File: src/rtl/core_fetcher.sv
// Instruction fetcher: IDLE/REQ/WAIT/DONE handshake FSM between core and instruction controller.
// Define CORE_FETCHER_LINEBUF_EN to add a single-entry line buffer that short-circuits repeat fetches.
module core_fetcher #(
  parameter int unsigned MEM_ADDR_WIDTH = 8,
  parameter int unsigned MEM_DATA_WIDTH = 16
) (
  input  logic                      clk,
  input  logic                      reset,
  input  logic                      fetch_start,
  input  logic [MEM_ADDR_WIDTH-1:0] pc,
  output logic                      inst_val,
  input  logic                      inst_rdy,
  output logic [MEM_DATA_WIDTH-1:0] inst,
  output logic                      busy,
  output logic                      fetch_req_val,
  input  logic                      fetch_req_rdy,
  output logic [MEM_ADDR_WIDTH-1:0] fetch_req_addr,
  input  logic                      fetch_resp_val,
  output logic                      fetch_resp_rdy,
  input  logic [MEM_DATA_WIDTH-1:0] fetch_resp_inst,
  input  logic                      flush
);

  typedef enum logic [1:0] {StIdle, StReq, StWait, StDone} state_e;

  state_e                    state_q, state_d;
  logic [MEM_ADDR_WIDTH-1:0] addr_q;
  logic [MEM_DATA_WIDTH-1:0] inst_q;
  logic                      hit;
  logic [MEM_DATA_WIDTH-1:0] hit_data;

`ifdef CORE_FETCHER_LINEBUF_EN
  logic                      buf_valid_q;
  logic [MEM_ADDR_WIDTH-1:0] buf_tag_q;
  logic [MEM_DATA_WIDTH-1:0] buf_data_q;

  assign hit      = buf_valid_q && (buf_tag_q == pc);
  assign hit_data = buf_data_q;

  // Flush is applied after the fill so a concurrent flush wins.
  always_ff @(posedge clk) begin
    if (reset) begin
      buf_valid_q <= 1'b0;
      buf_tag_q   <= '0;
      buf_data_q  <= '0;
    end else begin
      if (state_q == StWait && fetch_resp_val) begin
        buf_valid_q <= 1'b1;
        buf_tag_q   <= addr_q;
        buf_data_q  <= fetch_resp_inst;
      end
      if (flush) begin
        buf_valid_q <= 1'b0;
      end
    end
  end
`else
  logic unused_flush;

  assign hit          = 1'b0;
  assign hit_data     = '0;
  assign unused_flush = flush;
`endif

  always_comb begin
    state_d = state_q;
    unique case (state_q)
      StIdle: if (fetch_start) state_d = hit ? StDone : StReq;
      StReq:  if (fetch_req_rdy) state_d = StWait;
      StWait: if (fetch_resp_val) state_d = StDone;
      StDone: if (inst_rdy) state_d = StIdle;
      default: state_d = StIdle;
    endcase
  end

  // Outputs are registered straight from the next state so they never depend on inputs
  // combinationally.
  always_ff @(posedge clk) begin
    if (reset) begin
      state_q        <= StIdle;
      addr_q         <= '0;
      inst_q         <= '0;
      busy           <= 1'b0;
      fetch_req_val  <= 1'b0;
      fetch_resp_rdy <= 1'b0;
      inst_val       <= 1'b0;
    end else begin
      state_q        <= state_d;
      busy           <= (state_d != StIdle);
      fetch_req_val  <= (state_d == StReq);
      fetch_resp_rdy <= (state_d == StWait);
      inst_val       <= (state_d == StDone);
      if (state_q == StIdle && fetch_start) begin
        addr_q <= pc;
        if (hit) inst_q <= hit_data;
      end
      if (state_q == StWait && fetch_resp_val) begin
        inst_q <= fetch_resp_inst;
      end
    end
  end

  assign fetch_req_addr = addr_q;
  assign inst           = inst_q;

endmodule

File: config.mk
export PLATFORM = sky130hd
export DESIGN_NAME = core_fetcher
export DESIGN_NICKNAME = d
export VERILOG_FILES = /design/src/rtl/core_fetcher.sv
export SDC_FILE = /design/constraint.sdc
export NUM_CORES = 1
export LEC_CHECK = 0
export ABC_AREA = 0
export BUFFER_PORTS_ARGS = -buffer_cell sky130_fd_sc_hd__buf_2
export CAP_MARGIN = 0
export CELL_PAD_IN_SITES_DETAIL_PLACEMENT = 0
export CELL_PAD_IN_SITES_GLOBAL_PLACEMENT = 1
export CORE_UTILIZATION = 30
export CTS_CLUSTER_SIZE = 24
export DETAILED_ROUTE_END_ITERATION = 6
export MAX_ROUTING_LAYER = met4
export PLACE_DENSITY = 0.76
export SYNTH_ARGS = -nofsm -noshare
export SYNTH_HDL_FRONTEND = slang
export SYNTH_SLANG_ARGS = --single-unit
File: constraint.sdc
create_clock -name clk -period 1.55 [get_ports clk]
set_input_delay 0.155 -clock clk [delete_from_list [all_inputs] [get_ports clk]]
set_output_delay 0.155 -clock clk [all_outputs]
set_load 0.01 [all_outputs]
==> results by stage, run 1 <==
Outcome:
- The flow ran to the end, and the final reports show no timing, DRC or antenna violations.

Timing:
- The final setup violation count is 0.
- Setup total negative slack on the finished layout was measured at 0 ps.
- The worst hold slack is 57.4 ps.
- The final clock skew is 5.36 ps.
- The worst max-slew margin expressed relative to the limit is between 80% and 90%.
- The worst-case setup margin in the final layout is 242 ps.
- The final hold violation count is 0.
- Setup repair after global routing left no endpoint under its margin.
- The number of pins with negative max-slew slack in the final report is 0.
- Dividing the final minimum period by the clock period gives 84.4%.
- Timing would allow up to 764 MHz.
- The shortest clock period the worst path allows after layout is 1310 ps.
- For the pin with the worst max-slew slack, the measured transition is 286 ps.

Pwr:
- The design draws 1.58 mW.
- The proportion of power drawn by combinational gates is 11.9%.
- Power spread over the standard cell area amounts to about 1100 nW/um2.
- Internal power comes to 1.21 mW.
- In this run, the clock network consumes a little over a third of the power.
- Registers are responsible for 52.3% of the overall power.
- The switching power as a share of total power is 23.3%.
- The worst IR drop on VDD is between 500 and 600 uV.
- In this run the power spent charging and discharging nets is 0.369 mW.
- In this run the static leakage power is approximately 0.71 nW.

Logic synthesis:
- The average instance in the mapped netlist occupies 9.13 um2.
- The number of instances in the synthesized netlist is 118.
- The most common cell in the synthesized netlist is sky130_fd_sc_hd__nand2_1.
- The number of nets in the synthesized netlist is 149.
- Yosys mapped a number of flops with a built-in enable equal to 0.
- Synthesis instantiated 21 different standard cells from the library.
- The flip-flop cell with the highest count after synthesis is sky130_fd_sc_hd__dfxtp_1.
- Summed over all instances, the cell type with the most area after synthesis is sky130_fd_sc_hd__dfxtp_1.
- Ranked by instance count, the synthesized netlist is headed by 32 x sky130_fd_sc_hd__nand2_1, 30 x sky130_fd_sc_hd__dfxtp_1, 17 x sky130_fd_sc_hd__a21oi_1, 9 x sky130_fd_sc_hd__nor2_1, 8 x sky130_fd_sc_hd__mux2i_1.
- Counting flops with an async set or reset pin after synthesis yields a share of 0%.
- After synthesis, the largest area contributor takes up 55.7% of total cell area.
- Sequential elements use 55.7% of the synthesized area.
- By area the synthesized netlist is led by sky130_fd_sc_hd__dfxtp_1 56%, sky130_fd_sc_hd__nand2_1 11%, sky130_fd_sc_hd__a21oi_1 7.9%.
- The synthesis warning total is 0.
- The post-synthesis instance area is 1080 um2.
- The post-synthesis register bit count is 30.

Worst setup path:
- The critical path data required time is 1770 ps.
- The category of the most critical setup path is reg2reg.
- The worst setup path is launched from a flop.
- The maximum fanout along the worst path is 7.
- The endpoint kind of the worst setup timing path is a flop.
- The arrival time at the worst endpoint is 1530 ps.

Drt:
- The initial detailed-routing violation count is 40.
- The routed design uses roughly 210 um of met3 wire.
- The detailed-routed wire length on met2 is 1070 um.
- For this run, design rule violations remaining after detail routing come to 0.
- Summed over all layers, the routed wires come to 2350 um.
- Dividing the detail-routed wire length by the instance count gives 10.5 um.
- The number of vias per cell is roughly 4.4.
- Across all layers, the routed design uses 987 vias.
- In this run the top signal layer used is met4.
- The first detailed-routing pass ran for 4 iterations.
- Once detail routing completed, the nets flagged for antenna violations numbered 0.
- The routed metal-1 wire length is 1050 um.

GRT:
- The wire length of the first global-routing pass is 3570 um.
- In the global route stage, overall resource usage came out at 13.9%.
- The initial antenna violation count came to 0.
- The residual overflow from global routing is 0.
- The largest net degree at the start of global routing is 17.
- The number of global-route vias before repair is 848.

Clocking:
- The buffer count from post-CTS setup fixing is 0.
- After clock tree synthesis, the clock-pin slew on the worst setup and hold paths is approximately 90 ps.
- The latest clock arrival within the worst-skew pair is about 330 ps.
- The CTS H-tree depth is 2.
- The maximum clock insertion buffer count is 2.
- TritonCTS built the clock tree.
- Counting every sink on the clock net gives 30.
- In this run, CTS created clock tree buffers numbering 5.
- The post-CTS resize count is 0.
- For this design, the CTS-stage hold fixing added 0 buffers.
- The cell sitting at the root of the clock tree is a sky130_fd_sc_hd__clkbuf_4.

Place:
- The count of placed standard cells including taps is 217.
- Routability-driven placement finished with a final weighted congestion of 0.748.
- The number of buffers added on ports is 57.
- Before CTS, the worst setup slack after placement is between 200 and 300 ps.
- The HPWL reported at the end of detailed placement is 1780 um.
- The cell area after placement is 1400 um2.

Die:
- The initialized floorplan defines 21 standard-cell rows.
- The die is 61.9 um wide.
- The number of primary I/O pins is 59.
- The die outline area is around 3800 um2.
- The placeable core region is between 3000 and 4000 um2.
- The floorplan die height is between 60 and 70 um.
- Once the floorplan was initialized, standard cells occupied 31.8% of the core.

Layout:
- The area added between synthesis and finish is 37.5%.
- The number of fillers in the final layout is 356.
- The final antenna diode count is 0.
- The layout net count is roughly 210.
- After the flow finishes, the layout carries non-filler instances totaling 225.
- The final design instance area without fill is 1480 um2.
- At the end of the flow the core is filled with cells to roughly 44%.
- The fraction of final layout cells sized beyond drive strength 1 is roughly 41%.

Job:
- The total of max-cap violations is 0.

Min path:
- The type of the worst min-delay path is in2reg.
flip-flops by register name, summed over array words and instances, names as in the netlist:
| register | cells |
|---|---|
| fetch_req_addr | 8 |
| fetch_resp_rdy | 1 |
| state_q | 2 |
| inst_val | 1 |
| inst | 16 |
| fetch_req_val | 1 |
| busy | 1 |
area by class of cell:
type,instances,area [um2],area share [%]
clock buffer,8,78.8,5.32
inverter,2,7.51,0.507
multi-input combinational,78,422,28.5
sequential,30,601,40.5
tap,46,57.6,3.89
timing repair buffer,61,315,21.3
cell usage in the layout, fill, tap and decap left out, types with 2 or more instances in the layout:
master                     Yosys  layout
sky130_fd_sc_hd__nor3_1        3       3
sky130_fd_sc_hd__inv_1         2       2
sky130_fd_sc_hd__dfxtp_1      30      30
sky130_fd_sc_hd__a21oi_1      17      17
sky130_fd_sc_hd__nor2_1        9       9
sky130_fd_sc_hd__nand2_1      32      32
sky130_fd_sc_hd__clkbuf_8      0       3
sky130_fd_sc_hd__clkbuf_4      0       5
sky130_fd_sc_hd__mux2i_1       8       8
sky130_fd_sc_hd__buf_4         2       4
sky130_fd_sc_hd__buf_2         1      57
critical path: stages (launching register included):
cell                      delay (ps)
sky130_fd_sc_hd__dfxtp_1         450
sky130_fd_sc_hd__mux4_2          590
sky130_fd_sc_hd__and2_1          170
per-layer routing:
metal  up-vias  global-route usage, %
li1        506                      -
met1       435                   15.2
met2        42                   22.0
met3         4                   7.04
met4         0                   4.76
met5         -                      -
worst paths after layout:
kind                                       startpoint                         to  slack [ps]  cells past startpoint
worst max-delay path            state_q[1]$_SDFF_PP0_  fetch_resp_rdy$_SDFF_PP0_         240                      2
worst min-delay path               fetch_resp_inst[6]       inst[6]$_SDFFE_PP0P_          60                      3
worst max register to register  state_q[1]$_SDFF_PP0_  fetch_resp_rdy$_SDFF_PP0_         240                      2
worst min register to register  inst[13]$_SDFFE_PP0P_      inst[13]$_SDFFE_PP0P_         460                      2
logic make-up (layout without fill, tap and decap cells):
family / count (synthesis) / after routing / synth area share, %
AO/OA/AOI/OAI: 17 / 17 / 7.90
flip-flops: 30 / 30 / 55.7
multiplexers: 9 / 9 / 9.52
buffers and inverters: 10 / 71 / 5.11
AND/OR/NAND/NOR: 52 / 52 / 21.7
power groups by stage:
stage / Sequential (mW) / Combinational (mW) / Clock [mW]
5_1_grt: 0.832 / 0.211 / 0.617
6_report: 0.826 / 0.188 / 0.564
3_3_place_gp: 0.842 / 0.187 / 0
4_1_cts: 0.827 / 0.192 / 0.589
2_1_floorplan: 0.856 / 0.0960 / 0
3_5_place_dp: 0.844 / 0.192 / 0
(Power assumes the default switching activity.)
==> run 2: changes to the inputs <==
- clock period: 1.55 -> 1.3 ns (I/O delays scaled with it)
==> run 2 against run 1 <==
Non-clock buffer count unchanged; sequential share of layout area increased by 0.50 points; register-to-register slack got worse by 190 ps; utilization decreased by 0.44 points; largest power group unchanged; flip-flop and latch count unchanged; largest cell class unchanged; first-iteration DRC count decreased by 5.0%; fmax increased by 4.8%; highest routed layer unchanged; critical path type unchanged; power increased by 7.6%; via count increased by 1.3%.
==> results by stage, run 2 (synthesized netlist as in run 1, its figures left out) <==
Clocking:
- The clock-pin slew on the worst setup and hold paths was 90 ps (about the same).
- The CTS H-tree depth came to 2 (unchanged).
- The clock tree from TritonCTS is built (unchanged).
- The quantity of hold-fixing buffers added after cts came to 0 (unchanged).
- The maximum clock insertion buffer count is 2 (unchanged).
- The root buffer cell is sky130_fd_sc_hd__clkbuf_4 (unchanged).
- The CTS buffer count is 5 (unchanged).
- The latest clock arrival within the worst-skew pair came to 310 ps (was 330 ps).
- The total clock sinks is 30 (unchanged).

Die:
- The placeable core region came to 3390 um2 (unchanged).
- The horizontal extent of the die is 61.9 um (unchanged).
- The initial standard-cell utilization of the core is 31.8% (unchanged).
- The number of primary I/O pins is 59 (unchanged).
- The number of placement rows is 21 (unchanged).
- The die outline area is 3830 um2 (unchanged).
- The floorplan die height came to 61.9 um (unchanged).

Drt:
- The total number of vias is 1000 (was 987).
- The iteration count of the initial detailed-routing pass is 4 (unchanged).
- The number of routed nets with antenna violations was 0 (unchanged).
- The routed length per placed instance came to 10.5 um (about the same).
- The initial detailed-routing violation count is 38 (was 40).
- The final routed DRC violation total is 0 (unchanged).
- The number of vias per cell came to 4.46 (was 4.39).
- The routed wire length was 2350 um (about the same).

Layout:
- The number of flip-flops in the largest register came to 16 (unchanged).
- The layout net count was 209 (unchanged).
- The area added between synthesis and finish is 36.1% (was 37.5%).
- The area of all sequential standard cells was 602 um2 (was 601 um2).
- The final antenna diode count is 0 (unchanged).
- The most common cell after layout, fill and taps aside is sky130_fd_sc_hd__buf_2 (unchanged).
- The area of the multi-input gates is 427 um2 (was 422 um2).
- Leading cell types in the layout, fill and taps excluded: 57 x sky130_fd_sc_hd__buf_2, 32 x sky130_fd_sc_hd__nand2_1, 29 x sky130_fd_sc_hd__dfxtp_1, 17 x sky130_fd_sc_hd__a21oi_1, 9 x sky130_fd_sc_hd__nor2_1 (was 57 x sky130_fd_sc_hd__buf_2, 32 x sky130_fd_sc_hd__nand2_1, 30 x sky130_fd_sc_hd__dfxtp_1, 17 x sky130_fd_sc_hd__a21oi_1, 9 x sky130_fd_sc_hd__nor2_1).
- The post-layout instance count excluding filler cells came to 224 (was 225).
- The fraction of final layout cells sized beyond drive strength 1 is 40.4% (was 40.8%).
- The number of fillers in the final layout is 356 (unchanged).

Timing:
- The final setup violation count is 0 (unchanged).
- The final clock period utilization by the worst path came to 96.0% (was 84.4%).
- The number of pins with negative max-slew slack in the final report is 0 (unchanged).
- The shortest clock period the worst path allows after layout came to 1250 ps (was 1310 ps).
- The worst max-slew margin expressed relative to the limit is 77.7% (was 80.9%).
- The final clock skew is 3.54 ps (was 5.36 ps).
- The achievable clock frequency is 802 MHz (was 764 MHz).
- The post-route setup TNS is 0 ps (unchanged).
- RSZ-0062 raised after global routing: false (unchanged).
- The final hold violation count was 0 (unchanged).
- The transition time of the tightest slew-check pin is 334 ps (was 286 ps).

Worst setup path:
- The category of the most critical setup path is reg2reg (unchanged).
- Chain of cells forming the critical path: mux4_2 > and2_1 (unchanged).
- The biggest cell delay along the critical path is 580 ps (was 590 ps).
- The beginning of the worst register-to-register path is state_q[1]$_SDFF_PP0_ (unchanged).
- The end of the worst register-to-register path is fetch_resp_rdy$_SDFF_PP0_ (unchanged).
- The maximum fanout along the worst path is 7 (unchanged).
- The worst reg-to-reg setup slack is 50 ps (was 240 ps).
- The number of cells traversed by the worst register-to-register path was 2 (unchanged).
- The arrival time at the worst endpoint is 1460 ps (was 1530 ps).
- The critical path data required time is 1520 ps (was 1770 ps).
- The cell with the largest stage delay on the worst path is sky130_fd_sc_hd__mux4_2 (unchanged).
- The endpoint kind of the worst setup timing path was a flop (unchanged).
- The type of element launching the critical path was a flop (unchanged).

Min path:
- The endpoint of the worst hold path is inst[14]$_SDFFE_PP0P_ (was inst[6]$_SDFFE_PP0P_).
- The number of cells traversed by the worst hold path is 3 (unchanged).
- The launch instance of the worst min-delay path is fetch_resp_inst[14] (was fetch_resp_inst[6]).
- The type of the worst min-delay path is in2reg (unchanged).

Pwr:
- The net switching power of the design was 0.418 mW (was 0.369 mW).
- The cell internal power dissipation is 1.28 mW (was 1.21 mW).
- The power per cell area is 1160 nW/um2 (was 1070 nW/um2).
- The switching power as a share of total power came to 24.6% (was 23.3%).
- The proportion of power drawn by combinational gates came to 13.5% (was 11.9%).
- The worst IR drop on VDD is 650 uV (was 512 uV).
- The sequential share of power is 58.0% (was 52.3%).
- The standby leakage power is 0.694 nW (was 0.708 nW).
- The clock network fraction of design power is 28.5% (was 35.7%).

Outcome:
- Result of the run: finished, final reports clean (unchanged).

GRT:
- The initial antenna violation count is 0 (unchanged).
- The largest net degree at the start of global routing is 18 (was 17).
- The wire length of the first global-routing pass is 3610 um (was 3570 um).
- The residual overflow from global routing is 0 (unchanged).
- The overall fraction of global-route tracks in use was 13.9% (about the same).
- The number of global-route vias before repair came to 860 (was 848).

Place:
- The HPWL reported at the end of detailed placement was 1730 um (was 1780 um).
- The count of placed standard cells including taps was 217 (unchanged).
- The final weighted congestion in routability-driven placement is 0.694 (was 0.748).
- The number of buffers added on ports is 57 (unchanged).

Job:
- The total of max-cap violations was 0 (unchanged).
==> run 2: cell types whose count changed in the layout (fill, tap and decap cells not counted), sizes merged <==
| cell | delta |
|---|---|
| clkbuf | -1 |
==> run 2: worst max-delay path, delay by kind of cell, from the launching register on <==
family	cells	cell delay (ps)
and+or+nand+nor	1	170
DFF	1	400
muxes	1	580
==> run 2: what timing repair did <==
item / 4_1_cts / 5_1_grt
buffers inserted: 0 / 0
setup endpoints to repair: 1 / 8
endpoints found under the hold margin: 0 / 0
gates resized for setup: 1 / 1
==> run 2: worst max path at each step <==
stage	slack [ps]	endpoint	start	cells after the start
3_5_place_dp	20	fetch_resp_rdy$_SDFF_PP0_	state_q[1]$_SDFF_PP0_	2
2_1_floorplan	90	fetch_resp_rdy$_SDFF_PP0_	state_q[1]$_SDFF_PP0_	3
4_1_cts	70	fetch_resp_rdy$_SDFF_PP0_	state_q[1]$_SDFF_PP0_	2
3_3_place_gp	40	fetch_resp_rdy$_SDFF_PP0_	state_q[1]$_SDFF_PP0_	2
5_1_grt	3	fetch_req_addr[3]$_SDFFE_PP0P_	state_q[0]$_SDFF_PP0_	4
6_report	50	fetch_resp_rdy$_SDFF_PP0_	state_q[1]$_SDFF_PP0_	2
==> run 2: final cells by class <==
| cell class | instances | share of cell area, % |
|---|---|---|
| multi-input combinational | 78 | 29.1 |
| tap | 46 | 3.92 |
| clock buffer | 7 | 3.07 |
| timing repair buffer | 61 | 22.4 |
| sequential | 30 | 41.0 |
| inverter | 2 | 0.512 |
==> run 2: stage by stage <==
stage	hold WS, ps	utilization, %	area (um2)	setup WS (ps)	power (mW)
floorplan	218	-	1080	89.4	1.14
global placement	364	41.7	1420	39.8	1.23
detailed placement	378	41.7	1420	19.4	1.24
CTS	20.7	43.1	1460	70.0	1.73
global route	16.1	43.3	1470	2.93	1.82
finish	40.8	43.3	1470	52.4	1.70
==> run 2: power groups by stage <==
stage	Sequential (mW)	Combinational (mW)	Clock [mW]
after floorplan	1.02	0.114	0
after global placement	1.00	0.226	0
after detailed placement	1.00	0.232	0
after CTS	0.986	0.233	0.512
after global routing	0.993	0.257	0.569
final	0.986	0.229	0.484
==> run 2: routing by layer <==
metal / vias to the layer above / routed length (um) / GRT usage (%)
met2: 46 / 1070 / 23.3
met1: 441 / 1030 / 14.6
met3: 3 / 229 / 5.80
li1: 510 / - / -
met4: 0 / 27 / 4.76
met5: - / 0 / -
